--- config.mk ---
export PLATFORM = sky130hd
export DESIGN_NAME = param_cache_line_flat
export DESIGN_NICKNAME = d
export VERILOG_FILES = /design/src/rtl/param_cache_line_if.sv /design/src/rtl/param_cache_line.sv /design/src/flat_wrapper.sv
export SDC_FILE = /design/constraint.sdc
export NUM_CORES = 1
export LEC_CHECK = 0
export CAP_MARGIN = 20
export CORE_MARGIN = 5
export CORE_UTILIZATION = 45
export DETAILED_ROUTE_END_ITERATION = 10
export GPL_TIMING_DRIVEN = 1
export PLACE_DENSITY_LB_ADDON = 0.25
export SYNTH_ARGS = -nofsm -noshare
export SYNTH_HDL_FRONTEND = slang
export SYNTH_SLANG_ARGS = --single-unit
--- constraint.sdc ---
create_clock -name clk -period 3.3 [get_ports clk]
set_input_delay 0.66 -clock clk [delete_from_list [all_inputs] [get_ports clk]]
set_output_delay 0.66 -clock clk [all_outputs]
set_load 0.1 [all_outputs]
--- src/rtl/param_cache_line_if.sv ---
// Bundle of the CPU, refill, writeback and status signals of one cache line.
// The line itself attaches through the slave modport; the cache controller
// (or a testbench) drives it through the master modport.
interface param_cache_line_if #(
  parameter int unsigned WORD_W = 32,
  parameter int unsigned WORDS  = 16,
  parameter int unsigned TAG_W  = 25
);

  localparam int unsigned IW = $clog2(WORDS);
  localparam int unsigned BE = WORD_W / 8;

  // CPU access
  logic              line_sel;
  logic [TAG_W-1:0]  tag_in;
  logic [IW-1:0]     word_idx;
  logic              wr_en;
  logic [BE-1:0]     wr_be;
  logic [WORD_W-1:0] wr_data;
  logic [WORD_W-1:0] rd_data;
  logic              hit;

  // Refill
  logic              fill_start;
  logic [TAG_W-1:0]  fill_tag;
  logic              fill_valid;
  logic [WORD_W-1:0] fill_data;
  logic              fill_ready;

  // Writeback
  logic              evict_start;
  logic              wb_valid;
  logic              wb_ready;
  logic [WORD_W-1:0] wb_data;
  logic [IW-1:0]     wb_idx;
  logic [TAG_W-1:0]  wb_tag;

  // Maintenance and status
  logic              inval;
  logic              valid_out;
  logic              dirty_out;
  logic              busy;
  logic              done;

  modport master (
    output line_sel, tag_in, word_idx, wr_en, wr_be, wr_data,
    output fill_start, fill_tag, fill_valid, fill_data,
    output evict_start, wb_ready, inval,
    input  rd_data, hit, fill_ready, wb_valid, wb_data, wb_idx, wb_tag,
    input  valid_out, dirty_out, busy, done
  );

  modport slave (
    input  line_sel, tag_in, word_idx, wr_en, wr_be, wr_data,
    input  fill_start, fill_tag, fill_valid, fill_data,
    input  evict_start, wb_ready, inval,
    output rd_data, hit, fill_ready, wb_valid, wb_data, wb_idx, wb_tag,
    output valid_out, dirty_out, busy, done
  );

endinterface

--- src/rtl/param_cache_line.sv ---
// One cache line: tag, valid/dirty state, a WORDS-deep data array with
// byte-masked CPU writes, a streaming refill port and a streaming writeback
// port. A small FSM (idle / fill / evict) sequences the bursts with a shared
// word counter.
module param_cache_line #(
  parameter int unsigned WORD_W = 32,
  parameter int unsigned WORDS  = 16,
  parameter int unsigned TAG_W  = 25
) (
  input logic                clk,
  input logic                reset,
  param_cache_line_if.slave  bus
);

  localparam int unsigned   IW      = $clog2(WORDS);
  localparam int unsigned   BE      = WORD_W / 8;
  localparam logic [IW-1:0] LastIdx = IW'(WORDS - 1);

  typedef enum logic [1:0] {
    StIdle,
    StFill,
    StEvict
  } state_e;

  state_e            state_q, state_d;
  logic [IW-1:0]     cnt_q, cnt_d;
  logic              valid_q, valid_d;
  logic              dirty_q, dirty_d;
  logic              done_q, done_d;
  logic [TAG_W-1:0]  tag_q;
  logic [WORD_W-1:0] data_q [WORDS];

  // Single write port into the data array, shared by CPU writes and refill.
  logic              tag_we;
  logic              data_we;
  logic [IW-1:0]     data_widx;
  logic [WORD_W-1:0] data_wdata;
  logic [BE-1:0]     data_wbe;

  logic              hit;

  assign hit = bus.line_sel & valid_q & (bus.tag_in == tag_q);

  // Next-state decode; priority in idle is evict > fill > inval > CPU write.
  always_comb begin
    state_d    = state_q;
    cnt_d      = cnt_q;
    valid_d    = valid_q;
    dirty_d    = dirty_q;
    done_d     = 1'b0;
    tag_we     = 1'b0;
    data_we    = 1'b0;
    data_widx  = bus.word_idx;
    data_wdata = bus.wr_data;
    data_wbe   = bus.wr_be;

    unique case (state_q)
      StIdle: begin
        if (bus.line_sel && bus.evict_start) begin
          if (valid_q && dirty_q) begin
            cnt_d   = '0;
            state_d = StEvict;
          end else begin
            // Nothing to write back: acknowledge immediately.
            done_d = 1'b1;
          end
        end else if (bus.line_sel && bus.fill_start) begin
          tag_we  = 1'b1;
          valid_d = 1'b0;
          dirty_d = 1'b0;
          cnt_d   = '0;
          state_d = StFill;
        end else if (bus.inval) begin
          valid_d = 1'b0;
          dirty_d = 1'b0;
        end else if (bus.wr_en && hit) begin
          data_we = 1'b1;
          // An all-zero byte mask modifies nothing, so it must not dirty the line.
          if (|bus.wr_be) begin
            dirty_d = 1'b1;
          end
        end
      end

      StFill: begin
        if (bus.fill_valid) begin
          data_we    = 1'b1;
          data_widx  = cnt_q;
          data_wdata = bus.fill_data;
          data_wbe   = '1;
          if (cnt_q == LastIdx) begin
            valid_d = 1'b1;
            dirty_d = 1'b0;
            done_d  = 1'b1;
            cnt_d   = '0;
            state_d = StIdle;
          end else begin
            cnt_d = cnt_q + 1'b1;
          end
        end
      end

      StEvict: begin
        if (bus.wb_ready) begin
          if (cnt_q == LastIdx) begin
            dirty_d = 1'b0;
            done_d  = 1'b1;
            cnt_d   = '0;
            state_d = StIdle;
          end else begin
            cnt_d = cnt_q + 1'b1;
          end
        end
      end

      default: begin
        state_d = StIdle;
        cnt_d   = '0;
      end
    endcase
  end

  // Control state; reset abandons any burst and leaves the line invalid.
  always_ff @(posedge clk or negedge reset) begin
    if (!reset) begin
      state_q <= StIdle;
      cnt_q   <= '0;
      valid_q <= 1'b0;
      dirty_q <= 1'b0;
      done_q  <= 1'b0;
    end else begin
      state_q <= state_d;
      cnt_q   <= cnt_d;
      valid_q <= valid_d;
      dirty_q <= dirty_d;
      done_q  <= done_d;
    end
  end

  // Tag storage; deliberately not reset, validity is carried by valid_q.
  always_ff @(posedge clk) begin
    if (tag_we) begin
      tag_q <= bus.fill_tag;
    end
  end

  // Data array with per-byte write enables; not reset.
  always_ff @(posedge clk) begin
    if (data_we) begin
      for (int b = 0; b < BE; b++) begin
        if (data_wbe[b]) begin
          data_q[data_widx][b*8 +: 8] <= data_wdata[b*8 +: 8];
        end
      end
    end
  end

  assign bus.rd_data    = data_q[bus.word_idx];
  assign bus.hit        = hit;
  assign bus.fill_ready = (state_q == StFill);
  assign bus.wb_valid   = (state_q == StEvict);
  assign bus.wb_data    = data_q[cnt_q];
  assign bus.wb_idx     = cnt_q;
  assign bus.wb_tag     = tag_q;
  assign bus.valid_out  = valid_q;
  assign bus.dirty_out  = dirty_q;
  assign bus.busy       = (state_q != StIdle);
  assign bus.done       = done_q;

endmodule

--- src/flat_wrapper.sv ---
// flat-port wrapper written by rule: the top's interface ports become plain ports
module param_cache_line_flat 
#(
  parameter int unsigned WORD_W = 32,
  parameter int unsigned WORDS  = 16,
  parameter int unsigned TAG_W  = 25
)
  (clk, reset, bus_line_sel, bus_tag_in, bus_word_idx, bus_wr_en, bus_wr_be, bus_wr_data, bus_fill_start, bus_fill_tag, bus_fill_valid, bus_fill_data, bus_evict_start, bus_wb_ready, bus_inval, bus_rd_data, bus_hit, bus_fill_ready, bus_wb_valid, bus_wb_data, bus_wb_idx, bus_wb_tag, bus_valid_out, bus_dirty_out, bus_busy, bus_done);
  param_cache_line_if #(.WORD_W(WORD_W), .WORDS(WORDS), .TAG_W(TAG_W)) bus_i ();
  input logic clk;
  input logic reset;
  input wire logic [$bits(bus_i.line_sel)-1:0] bus_line_sel;
  input wire logic [$bits(bus_i.tag_in)-1:0] bus_tag_in;
  input wire logic [$bits(bus_i.word_idx)-1:0] bus_word_idx;
  input wire logic [$bits(bus_i.wr_en)-1:0] bus_wr_en;
  input wire logic [$bits(bus_i.wr_be)-1:0] bus_wr_be;
  input wire logic [$bits(bus_i.wr_data)-1:0] bus_wr_data;
  input wire logic [$bits(bus_i.fill_start)-1:0] bus_fill_start;
  input wire logic [$bits(bus_i.fill_tag)-1:0] bus_fill_tag;
  input wire logic [$bits(bus_i.fill_valid)-1:0] bus_fill_valid;
  input wire logic [$bits(bus_i.fill_data)-1:0] bus_fill_data;
  input wire logic [$bits(bus_i.evict_start)-1:0] bus_evict_start;
  input wire logic [$bits(bus_i.wb_ready)-1:0] bus_wb_ready;
  input wire logic [$bits(bus_i.inval)-1:0] bus_inval;
  output wire logic [$bits(bus_i.rd_data)-1:0] bus_rd_data;
  output wire logic [$bits(bus_i.hit)-1:0] bus_hit;
  output wire logic [$bits(bus_i.fill_ready)-1:0] bus_fill_ready;
  output wire logic [$bits(bus_i.wb_valid)-1:0] bus_wb_valid;
  output wire logic [$bits(bus_i.wb_data)-1:0] bus_wb_data;
  output wire logic [$bits(bus_i.wb_idx)-1:0] bus_wb_idx;
  output wire logic [$bits(bus_i.wb_tag)-1:0] bus_wb_tag;
  output wire logic [$bits(bus_i.valid_out)-1:0] bus_valid_out;
  output wire logic [$bits(bus_i.dirty_out)-1:0] bus_dirty_out;
  output wire logic [$bits(bus_i.busy)-1:0] bus_busy;
  output wire logic [$bits(bus_i.done)-1:0] bus_done;
  assign bus_i.line_sel = bus_line_sel;
  assign bus_i.tag_in = bus_tag_in;
  assign bus_i.word_idx = bus_word_idx;
  assign bus_i.wr_en = bus_wr_en;
  assign bus_i.wr_be = bus_wr_be;
  assign bus_i.wr_data = bus_wr_data;
  assign bus_i.fill_start = bus_fill_start;
  assign bus_i.fill_tag = bus_fill_tag;
  assign bus_i.fill_valid = bus_fill_valid;
  assign bus_i.fill_data = bus_fill_data;
  assign bus_i.evict_start = bus_evict_start;
  assign bus_i.wb_ready = bus_wb_ready;
  assign bus_i.inval = bus_inval;
  assign bus_rd_data = bus_i.rd_data;
  assign bus_hit = bus_i.hit;
  assign bus_fill_ready = bus_i.fill_ready;
  assign bus_wb_valid = bus_i.wb_valid;
  assign bus_wb_data = bus_i.wb_data;
  assign bus_wb_idx = bus_i.wb_idx;
  assign bus_wb_tag = bus_i.wb_tag;
  assign bus_valid_out = bus_i.valid_out;
  assign bus_dirty_out = bus_i.dirty_out;
  assign bus_busy = bus_i.busy;
  assign bus_done = bus_i.done;
  param_cache_line #(.WORD_W(WORD_W), .WORDS(WORDS), .TAG_W(TAG_W)) u_core (.clk(clk), .reset(reset), .bus(bus_i));
endmodule
Yosys cells after proc, flatten, opt, wreduce, memory -nomap -nowiden
Memory sizes are Yosys's and may differ from the RTL's.
Index checks and enable logic that the tools add are counted.
{ "word_totals": {"regBits": 34, "latch_bits": 0, "ramBits": 512, "romBits": 0, "in_bits": 131, "wordCells": 97, "mem_count": 1} }
{ "op_classes": {"n_addsub": 1, "n_mul": 0, "div": 0, "order_cmp": 0, "eq_ne": 13, "shifts": 0, "n_mux": 62, "n_bitwise": 2, "n_reduce_logical": 12} }
{ "memory_table": {"columns": ["memory", "depth", "word_bits", "rd", "rd_ports_with_merged_regs", "wr", "line", "text"], "rows": [
  ["u_core.data_q", 16, 32, 2, 0, 1, "param_cache_line.sv:31", "logic [WORD_W-1:0] data_q [WORDS];"]
]} }
{ "op_table": {"columns": ["operator", "n"], "rows": [
  ["2-to-1 mux 32 bit", 2],
  ["2-to-1 mux 4 bit", 10],
  ["2-to-1 mux 1 bit", 38],
  ["== test 25 bit", 1],
  ["2-to-1 mux 2 bit", 6],
  ["case mux 4 bit (3 select lines)", 1],
  ["inequality test 4 x 2 -> 1 bit, second input constant", 2],
  ["inequality test 2 bit, second input constant", 3],
  ["case mux 1 bit (3 select lines)", 2],
  ["case mux 2 bit (3 select lines)", 1],
  ["AND reduction 6 bit", 1],
  ["AND reduction 5 bit", 1],
  ["adder 4 x 1 -> 4 bit, second input constant", 1],
  ["== test 4 bit, second input constant", 1],
  ["logical AND 1 bit", 4],
  ["case mux 1 bit (2 select lines)", 2],
  ["AND reduction 4 bit", 1],
  ["nonzero test 2 bit", 2],
  ["OR reduction 4 bit", 1],
  ["inequality test 3 x 1 -> 1 bit, second input constant", 1],
  ["inequality test 3 x 2 -> 1 bit, second input constant", 1],
  ["inequality test 3 bit, second input constant", 1],
  ["nonzero test 3 bit", 1],
  ["bitwise AND 1 bit", 2],
  ["4 further kinds", 4]
]} }

Logic depth before layout (Yosys ltp)
{ "logic_depth": {"ltp_word": 10, "mapped_depth": 8} }

Least setup slack after synthesis
Ideal clock, no wire load.
{ "synth_timing": {"path_type": "reg2reg", "startpoint": "register u_core.state_q[0]", "endpoint": "register u_core.tag_q[0], in the netlist u_core.bus.wb_tag[0], enable pin", "t_arrival_ps": 3194, "setup_slack_ps": -333, "stages_incl_launch_ff": 6, "n_path_buf": 1, "path_cell_list": "dfrtp_1 -> inv_1 -> ha_1 -> clkbuf_1 -> inv_1 -> nor3_1"} }
{ "synth_via": {"elab_chain_len": 2} }
{ "synth_rtl": {"columns": ["item", "line", "text"], "rows": [
  ["start: declaration", "param_cache_line.sv:25", "state_e state_q, state_d;"],
  ["start signal: assignment", "param_cache_line.sv:126", "state_q <= StIdle;"],
  ["start signal: assignment", "param_cache_line.sv:132", "state_q <= state_d;"],
  ["logical NOT 2 bit", "param_cache_line.sv:57", "unique case (state_q)"],
  ["2-to-1 mux 1 bit", "param_cache_line.sv:57", null],
  ["via u_core.tag_we", "param_cache_line.sv:34", "logic tag_we;"],
  ["end signal: assignment", "param_cache_line.sv:143", "tag_q <= bus.fill_tag;"],
  ["end: declaration", "param_cache_line.sv:30", "logic [TAG_W-1:0] tag_q;"]
]} }
The timed path passes the listed nets, and every way through them passes these cells.
A chain may end at the register's enable or synchronous reset.

Final worst setup path
{ "layout_timing": {"startpoint": "register u_core.cnt_q[0], in the netlist u_core.bus.wb_idx[0]", "endpoint": "output port bus_wb_data[8]"} }
{ "layout_via": {"elab_chain_len": 1} }
{ "layout_rtl": {"columns": ["item", "line", "text"], "rows": [
  ["start: declaration", "param_cache_line.sv:26", "logic [IW-1:0] cnt_q, cnt_d;"],
  ["start signal: assignment", "param_cache_line.sv:133", "cnt_q <= cnt_d;"],
  ["memory read (16 x 32 bit)", null, null],
  ["end: declaration", "flat_wrapper.sv:29", "output wire logic [$bits(bus_i.wb_data)-1:0] bus_wb_data;"]
]} }
No other way between the ends.

==> impl_results.md <==
- Core Area: roughly 58,000 µm²
- Commonest non-fill, non-tap cell in the layout: edfxtp_1
- Die W: 251.7 µm
- CTS tree: yes
- Detailed Route WL: ~74 mm
- Post-Syn Nets: approximately 1,700
- Antenna Nets Post-Route: 0
- Worst-margin pin slew: between 700 and 800 ps
- Max VDD drop: around 470 µV
- Remaining DRCs: 0
- Final worst path period share: between 90% and 100%
- TNS Setup: 0 ps
- Worst Hold Slack: approximately 380 ps
- Sequential area share after synthesis: 62.21%
- Crit-path cells: buf_16 > mux4_2 > a22oi_1 > nand2_1 > buf_12
- Yosys top cell area share: 61.35%
- Startpoint Class: register
- Mapped Cells: ~1,600
- Clock Path Buffers: 3
- CTS H-tree depth: 2
- Antenna violations before repair: 2
- Grt ovf: 0
- RSZ-0062 raised after global routing: yes
- Crit end category: output pin
- Adder-cell area share of the yosys netlist: 0.2380%
- Layout cells sized above 1: approximately a third
- Synth Area in XOR/XNOR: less than 1%
- Yosys reg bits: 546
- Worst stage delay on the critical path: 550 ps
- Run status: complete, no violations
- Clock root buffer: clkbuf_16
- Vias per cell: roughly 6.1
- Hold Path Class: in2async
- Die height: approximately 250 µm
- Multiplexer share of the synthesized area: roughly 24%
- Simple-gate share of the synthesized area: ~4.7%
- P per Cell Area: 705.0 nW/µm²
- Top delay family on crit path: multiplexers
- Mapped Avg Cell Area: approximately 17 µm²
- Post-synthesis compound-gate area fraction: between 5 and 6%
- Final hold viol count: 0
- Sink Count: 546
- Clock Latency Late Sink: a little over 600 ps
- Crit path kind: reg2out
- Layout Area Growth over Synthesis: 26.88%
- Initial Util: roughly 45%
- Pin count of the biggest net entering global routing: 65
- CTS buffer count: between 50 and 60
- Clk slew on worst S/H paths: 60 ps
- Total I/O pin count: 231
- Synth async-reset ratio: approximately 1.6%
- Post-synth EDFFs: around 540
- Routability Congestion: a little under 0.9
- Synthesized area: 26,280 µm²
- Critical-path maximum fanout: 48
- Avg WL per Cell: approximately 27 µm
- Relative slew slack: 52.61%
- Final setup vio count: 0
- LEAKAGE: ~11 nW
- Synth Flop Type: edfxtp_1
- Global-route wire length before repair: 107.5 mm
- CP max stage cell: mux4_2
- Crit path required time: between 2000 and 3000 ps
- Main combinational cell family by area after synthesis: multiplexers
- Most frequent cells in the layout: edfxtp_1 (537), mux4_2 (224), nand2_1 (198), mux2i_1 (129), buf_4 (129)
- DRT Pass-1 Iters: 5
- Final clock skew: about 17 ps
- Unique masters post-synth: 47
- DR vias: between 15,000 and 20,000
- Nets: roughly 2,000
- Synthesis warning total: 0
- All-Layer GR Usage: 22.72%
- PortBufs: 230
- Final min period: approximately 3300 ps
- Maximum clock frequency: approximately 0.30 GHz
- Final Max Slew Viols: 0
- Vias in the first global route: between 15,000 and 20,000
- Full die area: between 60,000 and 70,000 µm²
- Max cap viols: 0
- Worst EP arrival: approximately 2600 ps
- Synth area leaders: edfxtp_1 (61%), mux4_2 (19%), mux2i_1 (4.9%)
- Cell taking the most area after synthesis: edfxtp_1
- Pwr Total: ~24 mW
- DPL Wire Length: about 47 mm
- DR iter-0 viols: 1,458
- # rows: between 80 and 90
- CP Buf/Inv Count: 2
==> worst paths after layout <==
kind / startpoint / to / slack (ps) / depth (start not counted)
hold / removal: reset / u_core.state_q[1] / 380 / 1
setup / recovery: u_core.bus.wb_idx[0] / bus_wb_data[8] / 20 / 5
hold reg to reg: u_core.state_q[0] / u_core.state_q[0] / 560 / 1
max in group asynchronous: reset / u_core.bus.wb_idx[0] / 2550 / 1
min in group clk: u_core.state_q[0] / u_core.state_q[0] / 560 / 1
setup reg to reg: u_core.state_q[1] / u_core.data_q[14][5] / 320 / 8
==> where the power goes <==
group          internal, mW  switching, mW
sequential             8.40          0.140
combinational          3.22           5.62
clock                  3.52           2.60
==> cell type report <==
type	instances	area, µm²
Clock inverter	42	329.1
Clock buffer	60	1438
Timing Repair Buffer	371	4514
Inverter	6	22.52
Tap cell	765	957.2
Fill cell	4372	24460
Multi-Input combinational cell	895	9721
Antenna cell	2	5.005
Sequential cell	546	16360
==> state kept, by name, indices dropped and copies added, names as in the netlist <==
register              flops
u_core.bus.valid_out      1
u_core.state_q            2
u_core.bus.dirty_out      1
u_core.bus.wb_tag        25
u_core.bus.wb_idx         4
u_core.bus.done           1
u_core.data_q           512
==> layer usage <==
| metal | vias up | GRT usage (%) | routed length [µm] | share of wire [%] |
|---|---|---|---|---|
| met2 | 770 | 38.12 | 36610 | 50 |
| met3 | 124 | 5.216 | 6214 | 8.4 |
| met4 | 2 | 5.458 | 1731 | 2.4 |
| met5 | - | 0 | 13 | 0.018 |
| met1 | 8512 | 30.55 | 29080 | 39 |
| li1 | 7098 | - | - | - |
==> cells by family after synthesis <==
group | Yosys count
mux | 356
fa+ha+maj | 5
xor+xnor | 23
compound gates | 223
buf+inv | 125
simple gates | 288
flops | 546
==> repair_timing <==
| item | in CTS | in global routing |
|---|---|---|
| endpoints found under the setup margin | 27 | 31 |
| resized for setup | 9 | 49 |
| pin swaps | 1 | 3 |
| hold buffers | 0 | 0 |
| cloned | 1 | 0 |
| setup buffers | 2 | 3 |
==> synth_stat cells (all sizes together) (5+ instances only) <==
master	number
inv	6
a21oi	6
dfrtp	9
and4	5
nor2	24
a221oi	64
xnor2	8
clkbuf	61
edfxtp	537
a22oi	33
ha	5
buf	58
nor3	5
xor2	15
nor4	5
nand2	218
nor2b	6
mux4	224
mux2i	129
o21ai	103
==> metrics by stage <==
step           cell area, µm²  std cells  util, %  worst slack [ps]
5_1_grt                 33340       2685    57.68            -48.67
3_5_place_dp            31170       2578    53.93             65.68
4_1_cts                 33030       2683    57.15            -60.42
2_1_floorplan           26330       1566        -             10.36
6_report                33350       2687    57.69             19.13
3_3_place_gp            31170       2578    53.93             73.10
No activity file was read; power rests on OpenSTA's default activity.
